[src/rtl/bus_arbiter_rr.sv]
// Round-robin arbiter for the shared system bus with a maximum-tenure limit.
// Optional macro BUS_ARB_LOCK_EN adds the m_lock_ port, which lets the owner hold the bus past MAX_HOLD.
module bus_arbiter_rr #(
  parameter int NUM_MASTERS = 4,
  parameter int OWNER_W     = $clog2(NUM_MASTERS),
  parameter int MAX_HOLD    = 16
) (
  input  logic                   clk,
  input  logic                   reset,
  input  logic [NUM_MASTERS-1:0] m_req_,
`ifdef BUS_ARB_LOCK_EN
  input  logic [NUM_MASTERS-1:0] m_lock_,
`endif
  output logic [NUM_MASTERS-1:0] m_grnt_,
  output logic [OWNER_W-1:0]     owner,
  output logic                   arb_switch
);

  logic [NUM_MASTERS-1:0] req;
  logic [OWNER_W-1:0]     owner_next;
  logic [OWNER_W-1:0]     cand;
  logic [7:0]             tenure;
  logic [7:0]             tenure_next;
  logic                   owner_req;
  logic                   others_req;
  logic                   hold_ok;
  logic                   locked;
  logic                   found;

  assign req = ~m_req_;

  always_comb begin
    owner_req  = req[owner];
    others_req = 1'b0;
    for (int i = 0; i < NUM_MASTERS; i++) begin
      if (OWNER_W'(i) != owner && req[i]) others_req = 1'b1;
    end
  end

  // The owner may keep the bus until its tenure reaches MAX_HOLD-1; MAX_HOLD of 0 means no limit.
  assign hold_ok = (MAX_HOLD == 0) || (int'(tenure) < MAX_HOLD - 1);

`ifdef BUS_ARB_LOCK_EN
  assign locked = owner_req & ~m_lock_[owner];
`else
  assign locked = 1'b0;
`endif

  // State register
  always_ff @(posedge clk) begin
    if (reset) begin
      owner      <= '0;
      tenure     <= '0;
      arb_switch <= 1'b0;
    end else begin
      owner      <= owner_next;
      tenure     <= tenure_next;
      arb_switch <= (owner_next != owner);
    end
  end

  // Next-state logic: the scan starts one past the owner so the owner is considered last.
  always_comb begin
    owner_next = owner;
    cand       = '0;
    found      = 1'b0;
    if (owner_req && (hold_ok || !others_req || locked)) begin
      owner_next = owner;
    end else if (others_req) begin
      for (int i = 1; i < NUM_MASTERS; i++) begin
        cand = OWNER_W'((int'(owner) + i) % NUM_MASTERS);
        if (!found && req[cand]) begin
          found      = 1'b1;
          owner_next = cand;
        end
      end
    end
  end

  always_comb begin
    if (owner_next != owner)  tenure_next = 8'd0;
    else if (!owner_req)      tenure_next = 8'd0;
    else if (tenure == 8'hFF) tenure_next = tenure;
    else                      tenure_next = tenure + 8'd1;
  end

  // Output decode: exactly one grant low at all times.
  always_comb begin
    m_grnt_        = '1;
    m_grnt_[owner] = 1'b0;
  end

endmodule

[config.mk]
export PLATFORM = sky130hd
export DESIGN_NAME = bus_arbiter_rr
export DESIGN_NICKNAME = d
export VERILOG_FILES = /design/src/rtl/bus_arbiter_rr.sv
export SDC_FILE = /design/constraint.sdc
export NUM_CORES = 1
export LEC_CHECK = 0
export CORE_MARGIN = 2
export CORE_UTILIZATION = 50
export DETAILED_ROUTE_END_ITERATION = 12
export DONT_BUFFER_PORTS = 1
export PLACE_DENSITY = 0.68
export REMOVE_ABC_BUFFERS = 1
export SLEW_MARGIN = 20
export SYNTH_ARGS = -nofsm -noshare
export SYNTH_HDL_FRONTEND = slang
export SYNTH_SLANG_ARGS = --single-unit
[constraint.sdc]
create_clock -name clk -period 1.96 [get_ports clk]
set_input_delay 0.392 -clock clk [delete_from_list [all_inputs] [get_ports clk]]
set_output_delay 0.392 -clock clk [all_outputs]
set_load 0.02 [all_outputs]
==> impl_metrics.json <==
{
  "status": "finished clean",
  "dp_hpwl_um": 1438,
  "final-setup-viol-count": 0,
  "ir_drop_mv": 0.6645,
  "grt_pass1_wl_um": 3125,
  "critPathCaptureType": "register",
  "fmax_mhz": 534.2,
  "synth.distinct_cells": 35,
  "yosys_most_used_dff": "dfxtp_1",
  "p_leak_nw": 0.3777,
  "cts_tree": "done",
  "drc_errors": 0,
  "core_um2": 1559,
  "fin_nets": 118,
  "grt_use_met3": 0.07540,
  "crit_top_cell": "buf_4",
  "grt.total_usage": 0.2109,
  "worstPathArrival_ps": 2030,
  "wl_per_cell_um": 15.54,
  "cts_root_buf": "clkbuf_4",
  "place.gp.congestion": 0.8791,
  "avgSynthCellArea_um2": 9.035,
  "diodes": 0,
  "grt_pass1_vias": 701,
  "grt_use_met1": 0.3085,
  "relSlewSlack": 0.6882,
  "slowest_delay_ps": 390,
  "synth_warnings": 0,
  "cp-startpoint": "owner[1]",
  "fin_crit_sh": 0.9551,
  "r2r_setup_slack_ps": 90,
  "numClockSinks": 11,
  "start_util": 0.5506,
  "syn_inst": 95,
  "die_x_um": 45.43,
  "vias_per_cell": 6.279,
  "min_from": "reset",
  "ant_nets": 0,
  "synth-edff-count": 0,
  "cts_resized": 0,
  "worstPathRequired_ps": 2120,
  "yosysSeqAreaShare": 0.2566,
  "synthArstFlopShare": 0,
  "power_density_nw_per_um2": 1068,
  "grt_max_degree": 13,
  "tns_ps": 0,
  "portBuffers": 0,
  "grt.met2_usage": 0.3014,
  "hold_path.class": "in2reg",
  "yosys.area.top_type": "dfxtp_1",
  "io_pins": 13,
  "r2r_start": "owner[1]",
  "grt_antenna_before_repair": 0,
  "overflow": 0,
  "synth_top_cells_by_area": "dfxtp_1, a2111oi_2, ha_1",
  "finalCriticalPeriod_ps": 1872,
  "ys_ff_latch": 11,
  "r2r-end": "owner[0]",
  "cts.htree.levels": 1,
  "vias": 766,
  "path_cells": "buf_4, mux4_2, o32ai_2, a211oi_1, buf_4, mux2_4",
  "finalMaxSlewViolations": 0,
  "clk_pin_slew_ps": 70,
  "clk_latency_ps": 280,
  "die_y_um": 45.43,
  "reg2regPathDepth": 6,
  "crit_type": "reg2reg",
  "cts_setup_buffers": 0,
  "critPathLaunchType": "register",
  "area_growth_pct": 15.89,
  "dr.first_iter.drc_count": 23,
  "min_to": "tenure[5]",
  "firstDrtPassIters": 5,
  "post-route-util": 0.6380,
  "die_area_um2": 2064,
  "worstMarginPinSlew_ps": 464.1,
  "worstHoldPathCells": 1,
  "numCtsBuffers": 3,
  "fillers": 144,
  "grt_busiest_layer": "met1",
  "syn-cell-area_um2": 858.3,
  "fp-row-count": 14,
  "cts_hold_buf": 0,
  "fin_skew_ps": 7.199,
  "path_max_fanout": 8,
  "slowest_stage": "dfxtp_1",
  "synth_top_area_frac": 0.2566,
  "drive_gt1_frac": 0.3396,
  "clockBufferDepth": 2,
  "finalWirelength_um": 1896,
  "drv_cap": 0,
  "hold_violations": 0
}
## stage by stage
step	hold slack, ps	total power [mW]	worst slack [ps]	std cells	cell area [um2]
6_report	167.2	1.062	88.02	122	994.7
5_1_grt	155.5	1.132	-5.098	122	994.7
4_1_cts	162.8	1.031	16.34	122	964.7
3_5_place_dp	463.6	0.8676	28.16	118	938.4
3_3_place_gp	463.0	0.8544	81.91	118	938.4
2_1_floorplan	460.9	0.6994	-146.3	91	835.8
## power breakdown
group / leakage [nW] / switching, mW / internal [mW]
clock: 0.0150 / 0.0811 / 0.0791
sequential: 0.0899 / 0.0389 / 0.258
combinational: 0.273 / 0.338 / 0.267
## critical path: cells and delay by family, from the launching register on
family / cells / cell delay, ps
AO/OA/AOI/OAI: 2 / 410
buffers and inverters: 2 / 340
flip-flops: 1 / 390
multiplexers: 2 / 630
## cells in the final DEF (no fill, tap or decap), drive strengths merged, types with 3 or more instances in the layout
master and n:
buf 11, dfxtp 11, inv 9, nor2 9, nand2 6, a21oi 6
a2111oi 5, a211oi 5, ha 5, o21ai 4, clkbuf 4, o22ai 3
nor3 3
## logic make-up after synthesis
logic type               Yosys count  synth area share
AO/OA/AOI/OAI                     30            0.3076
AND/OR/NAND/NOR                   29            0.1837
buffers and inverters             13           0.06559
flip-flops                        11            0.2566
multiplexers                       5           0.09329
adder cells (fa/ha/maj)            5           0.07289
XOR/XNOR                           2           0.02041
## synthesized netlist by cell type, drive strengths merged, types with 2 or more instances
library cell  number
mux2i              2
o21ai              4
a21oi              6
nand2b             2
ha                 5
and3               2
nand3              2
inv                9
mux4               2
nor3               3
a31oi              2
nand2              6
a2111oi            5
nor2               9
a211oi             5
o22ai              3
dfxtp             11
clkbuf             3
xor2               2
## flip-flops by register name, indices dropped and copies added (netlist names)
| register | count |
|---|---|
| arb_switch | 1 |
| tenure | 8 |
| owner | 2 |
## metal layers
| metal | vias to the layer above | part of all wire |
|---|---|---|
| li1 | 380 | - |
| met1 | 365 | 0.48 |
| met2 | 18 | 0.47 |
| met3 | 3 | 0.044 |
| met4 | 0 | 0.0063 |
| met5 | - | 0 |
## final cells by class
cell class                 count  area (um2)  share of cell area
inverter                       9       33.78             0.03396
multi-input combinational     71       610.6              0.6138
sequential                    11       221.5              0.2226
tap                           16       20.02             0.02013
timing repair buffer          11       82.58             0.08302
clock buffer                   4       26.28             0.02642
## how the worst max path moves through the flow
stage	endpoint	slack, ps
after floorplan	owner[0]	-150
after global placement	tenure[2]	80
after detailed placement	owner[0]	30
after CTS	owner[0]	20
after global routing	owner[0]	-5
final	owner[0]	90
Note: power is estimated with default switching activity, not from simulation.
